### config.mk
export PLATFORM = sky130hd
export DESIGN_NAME = pulse_stretcher
export DESIGN_NICKNAME = d
export VERILOG_FILES = /design/src/rtl/pulse_pkg.sv /design/src/rtl/pulse_stretcher.sv
export SDC_FILE = /design/constraint.sdc
export NUM_CORES = 1
export LEC_CHECK = 0
export ABC_CLOCK_PERIOD_IN_PS = 1980
export BUFFER_PORTS_ARGS = -buffer_cell sky130_fd_sc_hd__buf_2
export CORE_MARGIN = 4
export CORE_UTILIZATION = 45
export DETAILED_ROUTE_END_ITERATION = 8
export GPL_TIMING_DRIVEN = 0
export PLACE_DENSITY = 0.68
export SLEW_MARGIN = 20
export SYNTH_ARGS = -nofsm -noshare
export SYNTH_HDL_FRONTEND = slang
export SYNTH_SLANG_ARGS = --single-unit
### constraint.sdc
create_clock -name clk -period 1.98 [get_ports clk]
set_input_delay 0 -clock clk [delete_from_list [all_inputs] [get_ports clk]]
set_output_delay 0 -clock clk [all_outputs]
set_load 0.05 [all_outputs]
### src/rtl/pulse_pkg.sv
// Shared definitions for the pulse stretcher: FSM state encoding and the
// helper that sizes the single down-counter.
package pulse_pkg;

   typedef enum logic [1:0] {
      IDLE    = 2'd0,
      STRETCH = 2'd1,
      HOLDOFF = 2'd2
   } state_t;

   // Bits needed to hold max(a, b) - 1; never less than one bit.
   function automatic int cnt_width(input int a, input int b);
      int m;
      m = (a > b) ? a : b;
      return (m <= 1) ? 1 : $clog2(m);
   endfunction

endpackage

### src/rtl/pulse_stretcher.sv
// Pulse stretcher: turns a single-cycle request on pulse_in into a level of
// STRETCH_CYCLES clocks on level_out, followed by HOLDOFF_CYCLES of dead time
// in which requests are rejected and counted.
//
// Ports
//   clk         system clock, rising edge
//   reset       asynchronous, active-high reset
//   pulse_in    request pulse; every high cycle counts as one request
//   clear_drop  synchronous clear of drop_count, wins over a same-cycle drop
//   level_out   stretched level
//   busy        high whenever the FSM is not in IDLE
//   done_pulse  one-cycle strobe on the final level_out cycle of a stretch
//   drop_count  saturating count of rejected requests
//
// state   | meaning
// IDLE    | waiting for a request
// STRETCH | level_out high, counter holds remaining stretch cycles - 1
// HOLDOFF | dead time, counter holds remaining holdoff cycles - 1
module pulse_stretcher
   import pulse_pkg::*;
#(
   parameter int STRETCH_CYCLES = 4,
   parameter int HOLDOFF_CYCLES = 2,
   parameter int RETRIGGER      = 0
) (
   input  logic       clk,
   input  logic       reset,
   input  logic       pulse_in,
   input  logic       clear_drop,
   output logic       level_out,
   output logic       busy,
   output logic       done_pulse,
   output logic [7:0] drop_count
);

   localparam int CW = cnt_width(STRETCH_CYCLES, HOLDOFF_CYCLES);
   localparam logic [CW-1:0] S_LOAD = CW'(STRETCH_CYCLES - 1);
   localparam logic [CW-1:0] H_LOAD = CW'((HOLDOFF_CYCLES > 0) ? HOLDOFF_CYCLES - 1 : 0);

   state_t          state, state_nxt;
   logic [CW-1:0]   cnt, cnt_nxt;
   logic            reject;

   always_comb begin
      state_nxt = state;
      cnt_nxt   = cnt;
      reject    = 1'b0;
      case (state)
         IDLE: begin
            if (pulse_in) begin
               state_nxt = STRETCH;
               cnt_nxt   = S_LOAD;
            end
         end
         STRETCH: begin
            if (pulse_in && (RETRIGGER != 0)) begin
               cnt_nxt = S_LOAD;
            end else begin
               reject = pulse_in;
               if (cnt == '0) begin
                  if (HOLDOFF_CYCLES > 0) begin
                     state_nxt = HOLDOFF;
                     cnt_nxt   = H_LOAD;
                  end else begin
                     state_nxt = IDLE;
                     cnt_nxt   = '0;
                  end
               end else begin
                  cnt_nxt = cnt - CW'(1);
               end
            end
         end
         HOLDOFF: begin
            reject = pulse_in;
            if (cnt == '0) begin
               state_nxt = IDLE;
            end else begin
               cnt_nxt = cnt - CW'(1);
            end
         end
         default: begin
            state_nxt = IDLE;
            cnt_nxt   = '0;
         end
      endcase
   end

   // Outputs are registered from the next-state values, so done_pulse lines
   // up with the last cycle in which the counter sits at zero in STRETCH.
   always_ff @(posedge clk or posedge reset) begin
      if (reset) begin
         state      <= IDLE;
         cnt        <= '0;
         level_out  <= 1'b0;
         busy       <= 1'b0;
         done_pulse <= 1'b0;
         drop_count <= 8'd0;
      end else begin
         state      <= state_nxt;
         cnt        <= cnt_nxt;
         level_out  <= (state_nxt == STRETCH);
         busy       <= (state_nxt != IDLE);
         done_pulse <= (state_nxt == STRETCH) && (cnt_nxt == '0);
         if (clear_drop) begin
            drop_count <= 8'd0;
         end else if (reject && (drop_count != 8'hFF)) begin
            drop_count <= drop_count + 8'd1;
         end
      end
   end

endmodule
# Word level (Yosys, flattened, before mapping)
# Cells that the tools add are included.
# W data, S select, Z words.
# totals
ff_bits	15
inputBits	4
out_inout_bits	11
wordCells	31
# op_classes
n_addsub	2
eq_ne	4
muxes	11
n_reduce_logical	8
# ops
cell	n
$mux W8	2
$mux W2	6
$pmux W2 S3	2
$add A8 B1 Y8 const B	1
$ne A8 B8 Y1 const B	1
$logic_not A2 Y1	3
$eq A2 B1 Y1 const B	2
$reduce_bool A2 Y1	2
$eq A2 B2 Y1 const B	1
$logic_and A1 B1 Y1	2
$reduce_or A2 Y1	1
$sub A2 B1 Y2 const B	1
$mux W1	1

# Depth between registers and ports, before layout
# Gate-level depths: netlist of run 1.
# depth
ltp_word	6
ltp_mapped	5
depth_no_buf	5

# Least setup slack after synthesis of run 1
# OpenSTA, ideal clock, no wires.
# synth_path
kind	register -> register
startpoint	reg drop_count[0]
endpoint	reg drop_count[3]
setup_ns	0.125
arrival_ns	1.637
required_ns	1.855
slack_ns	0.218
stages_incl_launch_ff	5
path_buffers	0
period_less_slack_ns	1.762
path_cell_list	dfrtp_1 ha_1 and4_4 a211oi_2 mux2_4
# synth_between
elab_chain_len	3
word_cells_on_any_way	6
classes_between	add/sub: 1; eq/ne: 1; mux: 2; reduce/logical: 2
# synth_lines
element	line_no	rtl
from (decl)	pulse_stretcher.sv:33	output logic [7:0] drop_count
from (signal assigned)	pulse_stretcher.sv:107	drop_count <= drop_count + 8'd1;
$add A8 B1 Y8 or $ne A8 B8 Y1 (tied branches)	pulse_stretcher.sv:107, pulse_stretcher.sv:106	
$mux W8 or $logic_and A1 B1 Y1 (tied branches)	pulse_stretcher.sv:106	end else if (reject && (drop_count != 8'hFF)) begin
$mux W8 or $reduce_bool A2 Y1 (tied branches)	-	
# Several ways; a longest one is shown, not always the timed one. The select of a mux whose other input is x is not followed.
# A chain may end at the register's enable or synchronous reset.

# Worst setup path in the final report of run 1
# layout_path
startpoint	reg state[1]
endpoint	reg drop_count[7]
# layout_between
elab_chain_len	5
word_cells_on_any_way	6
classes_between	eq/ne: 2; mux: 1; reduce/logical: 3
# layout_lines
element	line_no	rtl
from (decl)	pulse_stretcher.sv:40	state_t state, state_nxt;
from (signal assigned)	pulse_stretcher.sv:99	state <= state_nxt;
$eq A2 B2 Y1 or $eq A2 B1 Y1 (tied branches)	pulse_stretcher.sv:48	case (state)
$reduce_or A2 Y1 (no source line) (*)	-	
$mux W1 (*)	-	
$logic_and A1 B1 Y1 (*)	pulse_stretcher.sv:106	
$reduce_bool A2 Y1 (no source line) (*)	-	
# Mark *: on every way between the ends. The rest lies on a longest branch, timed or not.

==> flow_metrics.tcl, run 1 <==
set metrics [dict create \
    status "finished clean" \
    fin_tns_setup_ns 0 \
    yosysTopAreaCellShare_pct 41.7 \
    antenna_left 0 \
    cts_buffer_depth 2 \
    vias_per_cell 5.51 \
    p_per_area_nw_per_um2 1220 \
    synth_cells 88 \
    antenna_cells 0 \
    grt_pass1_vias 686 \
    grt_pass1_wl_um 2900 \
    cp_max_fo 6 \
    rsz0062_at_grt "no" \
    timing.slew.headroom_pct 63.2 \
    hpwlAfterDp_um 1250 \
    num_rows 15 \
    cts-root-buf "clkbuf_4" \
    leakage_nw 0.483 \
    reg2reg_depth 5 \
    hold_depth 3 \
    synth_flop_cell "dfrtp_1" \
    drtIter0Drc 13 \
    layout_commonest_cell "dfrtp_1" \
    rrSetupSlack_ns 0.22 \
    vias 722 \
    yosysWarningCount 0 \
    io_pins 15 \
    cp.arrival_ns 1.94 \
    max_clock_freq_ghz 0.568 \
    vdd_drop_max_mv 0.765 \
    wire_per_inst_um 12.8 \
    synth.area.top_cells "dfrtp_1, ha_1, mux2_4" \
    drt_wl_total_um 1680 \
    cts_tree "done" \
    path_cells "inv_1, ha_1, nand4_1, nor3_1, mux2_2" \
    synth.distinct_cells 37 \
    antenna_found_initial 0 \
    die_w_um 52.7 \
    clk_pin_slew_ns 0.10 \
    start_util_pct 50.0 \
    cts_setup_buffers 0 \
    cts_buffers 3 \
    place.gp.congestion 0.807 \
    async_flop_share_pct 100 \
    finalNonFillerCells 131 \
    hold_path.class "primary input to flop" \
    die-area_um2 2780 \
    maxCapViolCount 0 \
    finalSetupViolCount 0 \
    synth_edf_count 0 \
    syn-mean-instance-area_um2 10.2 \
    drive_above_1_share_pct 28.3 \
    gr-total-overflow 0 \
    period_needed_ns 1.76 \
    track_usage_pct 14.3 \
    drc 0 \
    skew_ns 0.0113 \
    cts.sinks 15 \
    critPathCaptureType "flop" \
    maxSlewViolCount 0 \
    die_h_um 52.7 \
    area_delta_synth_final_pct 14.7 \
    final_hold_viol_count 0 \
    core_area_um2 1800 \
    ys_ff_latch 15 \
    cp_slowest_cell "dfrtp_1" \
    grt_max_degree 16 \
    cp.required_ns 2.15 \
    worst_pin_slew_ns 0.551 \
    port_buffers 13 \
    cts.htree.levels 1 \
    nNetsFinal 116 \
    critPathMaxStageDelay_ns 0.42 \
    synth_fp_nets 97 \
    first_pass_iters 4 \
    seq_area_frac_synth_pct 41.7 \
    critPathLaunchType "flop" \
    cts_resized 0 \
    place_inst 126 \
    fin_crit_sh_pct 89.0 \
    critPathKind "flop to flop" \
    mostFrequentLayoutCells "dfrtp_1, buf_2, inv_1, nor2_1" \
    syn-cell-area_um2 901 \
    worst_hold_slack_ns 0.0746 \
    clk_latency_ns 0.29 \
    synth_top_area_cell "dfrtp_1" \
    n_fill_cell 170 \
]
registers in the layout (all words and copies together) (netlist names):
name	flops
level_out	1
cnt	2
done_pulse	1
drop_count	8
state	2
busy	1
area by class of cell:
type / instances / area, µm² / area share (%)
clock buffers: 4 / 26.3 / 2.54
well taps: 25 / 31.3 / 3.03
multi-input cells: 65 / 488 / 47.2
flip-flops and latches: 15 / 375 / 36.3
repair buffers: 14 / 75.1 / 7.26
inverters: 6 / 22.5 / 2.18
plain buffers: 2 / 15.0 / 1.45
kinds of logic after synthesis:
group                      Yosys count  share of synthesized area [%]
adders and majority gates            5                           6.94
DFF                                 15                           41.7
buffers and inverters                8                           4.17
muxes                                5                           7.36
AOI/OAI and AO/OA                   23                           18.8
and+or+nand+nor                     32                           21.1
per-layer routing:
layer	share of wire, %	global-route usage (%)	vias to the layer above
met5	0	0	-
met4	2.3	8.94	0
met3	4.5	2.56	4
met2	43	20.5	19
met1	50	19.4	340
li1	-	-	359
cell usage after synthesis (all sizes together) (2+ instances only):
master  count
inv         6
ha          5
nor3        3
nand4       2
a21oi       6
nand3       4
dfrtp      15
mux2        4
nand2       5
nor2b       4
and4        2
nor2        6
o21ai       6
worst max-delay path, delay by kind of cell, from the launching register on:
kind	cells	cell delay, ns
adders and majority gates	1	0.38
buffers and inverters	1	0.08
DFF	1	0.42
muxes	1	0.35
and+or+nand+nor	2	0.43
power breakdown:
group | switching, mW | leakage [nW] | internal (mW)
clock network | 0.103 | 0.0150 | 0.0784
logic | 0.400 | 0.270 | 0.222
registers | 0.0745 | 0.198 | 0.387
total | 0.577 | 0.483 | 0.688
repair_timing:
action / in CTS / in global routing
hold buffers: 1 / 0
endpoints found under the setup margin: 0 / 0
hold endpoints to repair: 15 / 0
worst paths after layout:
kind,endpoint,start
max,drop_count[7],state[1]
min,drop_count[6],pulse_in
max reg2reg,drop_count[7],state[1]
min reg2reg,drop_count[1],drop_count[1]
max in group asynchronous,state[0],reset
min in group asynchronous,drop_count[4],reset
through the flow:
stage | util, % | area, µm² | total power, mW | worst slack, ns
2_1_floorplan | - | 901 | 0.963 | 0.218
3_3_place_gp | 55.3 | 997 | 1.07 | 0.266
3_5_place_dp | 55.3 | 997 | 1.09 | 0.230
4_1_cts | 57.4 | 1030 | 1.27 | 0.214
5_1_grt | 57.4 | 1030 | 1.35 | 0.108
6_report | 57.4 | 1030 | 1.26 | 0.218
(Power assumes the default switching activity.)
==> inputs of run 2 (changes only) <==
Settings changed: RECOVER_POWER set to 50.
==> flow_metrics.tcl, run 2 (same netlist as run 1, synthesis figures left out) <==
set metrics [dict create \
    drtIter0Drc 24 \
    final_hold_viol_count 0 \
    cp_max_fo 6 \
    num_rows 15 \
    drc 0 \
    reg2reg_depth 5 \
    cts_buffer_depth 2 \
    antenna_cells 0 \
    nNetsFinal 116 \
    start_util_pct 50.0 \
    cts.sinks 15 \
    mostFrequentLayoutCells "dfrtp_1, buf_2, clkbuf_1" \
    critPathKind "flop to flop" \
    first_pass_iters 4 \
    top_regs "drop_count x8, cnt x2, state x2" \
    core_area_um2 1800 \
    n_fill_cell 175 \
    port_buffers 13 \
    max_clock_freq_ghz 0.569 \
    rsz0062_at_grt "no" \
    status "finished clean" \
    final.setup.worst_slack_ns 0.221 \
    vias_per_cell 5.53 \
    drt_wl_total_um 1700 \
    die_w_um 52.7 \
    cts_tree "done" \
    worst_pin_slew_ns 0.597 \
    cts_buffers 3 \
    cp_num_buf_inv 1 \
    leakage_nw 0.464 \
    cp.arrival_ns 1.93 \
    r2r-start "state[1]" \
    track_usage_pct 14.3 \
    wire_per_inst_um 13.0 \
    critPathCaptureType "flop" \
    critPathLaunch "state[1]" \
    die_h_um 52.7 \
    die-area_um2 2780 \
    antenna_left 0 \
    timing.slew.headroom_pct 60.4 \
    cts_setup_buffers 0 \
    cts-root-buf "clkbuf_4" \
    vias 725 \
    maxSlewViolCount 0 \
    rrSetupSlack_ns 0.22 \
    fin_tns_setup_ns 0 \
    path_cells "inv_1, ha_1, nand4_1, nor3_1, mux2_2" \
    period_needed_ns 1.76 \
    critPathTopFamily "simple AND/OR/NAND/NOR gates" \
    layout_commonest_cell "dfrtp_1" \
    io_pins 15 \
    hold_path.class "primary input to flop" \
    vdd_drop_max_mv 0.764 \
    p_per_area_nw_per_um2 1230 \
    place_ws_ns 0.230 \
    cp_slowest_cell "dfrtp_1" \
    area_delta_synth_final_pct 14.0 \
    maxCapViolCount 0 \
    cp.required_ns 2.15 \
    top_register "drop_count" \
    critPathLaunchType "flop" \
    clk_pin_slew_ns 0.10 \
    fin_crit_sh_pct 88.8 \
    antenna_found_initial 0 \
    grt_pass1_wl_um 2900 \
    cts.htree.levels 1 \
    gr-total-overflow 0 \
    grt_max_degree 16 \
    r2r_end "drop_count[7]" \
    clk_latency_ns 0.29 \
    grt_pass1_vias 686 \
    hpwlAfterDp_um 1250 \
    largest_reg_flops 8 \
    crit_path_end "drop_count[7]" \
    critPathMaxStageDelay_ns 0.42 \
    finalSetupViolCount 0 \
    path_depth 5 \
    drive_above_1_share_pct 23.6 \
    skew_ns 0.0109 \
    place.gp.congestion 0.807 \
]
==> run 2: changes by cell type in the layout (fill, tap and decap cells not counted) <==
| cell | previous run | this run |
|---|---|---|
| buf_2 | 13 | 8 |
| clkbuf_1 | 2 | 7 |
==> run 2: worst min-delay path: stages <==
cell and delay, ns:
buf_6 0.11, a41oi_1 0.16, nor3_1 0.06
==> run 2: layout make-up <==
cell class	count	area [µm²]	share of cell area, %
Multi-Input combinational cell	65	488	47.5
Sequential cell	15	375	36.5
Timing Repair Buffer	14	68.8	6.70
Tap cell	25	31.3	3.05
Clock buffer	4	26.3	2.56
Inverter	6	22.5	2.19
Buffer	2	15.0	1.46
==> run 2: repair_timing <==
item / in CTS / in global routing
hold endpoints to repair: 15 / 0
resized for setup: 0 / 0
hold buffers: 1 / 0
==> run 2: worst min path at each step <==
stage / start / slack, ns / endpoint / cells past startpoint
CTS: pulse_in / 0.07 / drop_count[6] / 3
detailed placement: reset / 0.09 / drop_count[4] / 2
floorplan: reset / -0.1 / busy / 1
global placement: reset / 0.08 / drop_count[4] / 2
finish: pulse_in / 0.08 / drop_count[6] / 3
global route: pulse_in / 0.10 / drop_count[6] / 3
==> run 2: power by group <==
| part | switching [mW] | internal [mW] | total, mW |
|---|---|---|---|
| registers | 0.0760 | 0.388 | 0.464 |
| clock network | 0.103 | 0.0783 | 0.181 |
| logic | 0.401 | 0.214 | 0.615 |
==> run 2: stage by stage <==
step	cells	hold WS [ns]	area (µm²)	util (%)	total power [mW]
after floorplan	88	-0.0985	901	-	0.963
after global placement	126	0.0771	997	55.3	1.07
after detailed placement	126	0.0854	997	55.3	1.09
after CTS	131	0.0733	1030	57.4	1.27
after global routing	131	0.101	1030	57.0	1.34
final	131	0.0752	1030	57.0	1.26
==> run 2: routing by layer <==
| metal | vias to the layer above | GRT usage, % | part of all wire [%] |
|---|---|---|---|
| met3 | 4 | 2.56 | 4.9 |
| met2 | 21 | 20.5 | 43 |
| met1 | 341 | 19.4 | 49 |
| met5 | - | 0 | 0 |
| li1 | 359 | - | - |
| met4 | 0 | 8.94 | 2.2 |
==> inputs of run 3 (changes only) <==
Settings changed: CORE_UTILIZATION 45 to 24, PLACE_DENSITY 0.68 to 0.43.
==> flow_metrics.tcl, run 3 (same netlist as run 1, synthesis figures left out) <==
set metrics [dict create \
    antenna_cells 0 \
    largest_reg_flops 8 \
    nNetsFinal 116 \
    cts-root-buf "clkbuf_8" \
    cp.arrival_ns 1.91 \
    critPathLaunchType "flop" \
    die_w_um 69.3 \
    place.gp.congestion 0.745 \
    cts_buffers 3 \
    min_from "pulse_in" \
    multi_input_area_um2 488 \
    drt_wl_total_um 1970 \
    skew_ns 0.00264 \
    port_buffers 13 \
    hold_depth 3 \
    max_clock_freq_ghz 0.565 \
    top_regs "drop_count x8, cnt x2, state x2" \
    maxSlewViolCount 0 \
    core_area_um2 3470 \
    r2r_end "drop_count[7]" \
    drtIter0Drc 19 \
    cts_resized 0 \
    hold_path.class "primary input to flop" \
    drive_above_1_share_pct 23.6 \
    cp_max_fo 6 \
    antenna_left 0 \
    fin_crit_sh_pct 89.4 \
    first_pass_iters 4 \
    grt_pass1_vias 731 \
    critPathTopFamily "flip-flops" \
    grt_pass1_wl_um 3280 \
    period_needed_ns 1.77 \
    leakage_nw 0.472 \
    num_rows 21 \
    wire_per_inst_um 13.0 \
    vias_per_cell 4.82 \
    track_usage_pct 8.51 \
    path_cells "inv_1, ha_1, nand4_1, nor3_1, mux2_2" \
    critPathKind "flop to flop" \
    clk_pin_slew_ns 0.06 \
    reg2reg_depth 5 \
    cp_slowest_cell "dfrtp_1" \
    gr-total-overflow 0 \
    drc 0 \
    cts.sinks 15 \
    antenna_found_initial 0 \
    top_register "drop_count" \
    r2r-start "state[0]" \
    whs_endpoint "drop_count[6]" \
    start_util_pct 26.0 \
    area_delta_synth_final_pct 19.0 \
    cts.htree.levels 1 \
    finalSetupViolCount 0 \
    maxCapViolCount 0 \
    regArea_um2 375 \
    fin_tns_setup_ns 0 \
    final_util_pct 30.9 \
    timing.slew.headroom_pct 60.2 \
    cp_num_buf_inv 1 \
    cts_buffer_depth 2 \
    clk_latency_ns 0.25 \
    postCtsHoldBufs 1 \
    p_per_area_nw_per_um2 1250 \
    n_fill_cell 381 \
    io_pins 15 \
    cts_setup_buffers 0 \
    final_hold_viol_count 0 \
    layout_commonest_cell "dfrtp_1" \
    grt_max_degree 16 \
    mostFrequentLayoutCells "dfrtp_1, buf_2, clkbuf_1" \
    rsz0062_at_grt "no" \
    critPathMaxStageDelay_ns 0.42 \
    vias 733 \
    worst_pin_slew_ns 0.599 \
    status "finished clean" \
    die-area_um2 4800 \
    cp.required_ns 2.12 \
    hpwlAfterDp_um 1450 \
    die_h_um 69.3 \
    vdd_drop_max_mv 0.546 \
    rrSetupSlack_ns 0.21 \
    cts_tree "done" \
    critPathCaptureType "flop" \
]
==> run 3: cell types whose count changed in the layout (fill, tap and decap cells not counted) <==
cell | previous run | this run
clkbuf_8 | 0 | 3
clkbuf_4 | 3 | 0
==> run 3: tightest hold or removal path, stage by stage <==
cell and delay [ns]:
buf_6 0.12, a41oi_1 0.15, nor3_1 0.06
==> run 3: how the worst max path moves through the flow <==
stage	start	endpoint	slack [ns]	cells after the start
3_3_place_gp	state[0]	drop_count[7]	0.23	5
3_5_place_dp	state[0]	drop_count[7]	0.21	5
6_report	state[0]	drop_count[7]	0.21	5
4_1_cts	state[0]	drop_count[7]	0.20	5
2_1_floorplan	drop_count[0]	drop_count[3]	0.22	4
5_1_grt	state[0]	drop_count[7]	0.08	5
==> run 3: metrics by stage <==
stage	total power, mW	instance area [µm²]	instances	setup WS, ns	hold WS [ns]
4_1_cts	1.36	1080	152	0.205	0.114
2_1_floorplan	0.963	901	88	0.218	-0.0985
3_3_place_gp	1.09	1020	147	0.227	0.0934
3_5_place_dp	1.11	1020	147	0.207	0.102
5_1_grt	1.43	1070	152	0.0810	0.126
6_report	1.34	1070	152	0.210	0.119
==> run 3: power by group <==
group          total (mW)  leakage (nW)  switching [mW]  internal [mW]
Sequential          0.465         0.198          0.0765          0.389
Combinational       0.623         0.252           0.408          0.215
Clock               0.250        0.0228           0.107          0.143
==> run 3: layout make-up <==
class                      count  area share [%]
multi-input combinational     65            45.5
timing repair buffer          14            6.42
tap                           46            5.37
buffer                         2            1.40
sequential                    15            35.0
inverter                       6            2.10
clock buffer                   4            4.20
==> run 3: routing by layer <==
| layer | vias to the layer above | GRT usage (%) | wire length [µm] | share of wire [%] |
|---|---|---|---|---|
| met5 | - | 0 | 0 | 0 |
| met4 | 0 | 3.90 | 22 | 1.1 |
| met3 | 2 | 3.04 | 79 | 4.0 |
| met2 | 13 | 14.3 | 926 | 47 |
| met1 | 357 | 9.57 | 942 | 48 |
| li1 | 361 | - | - | - |
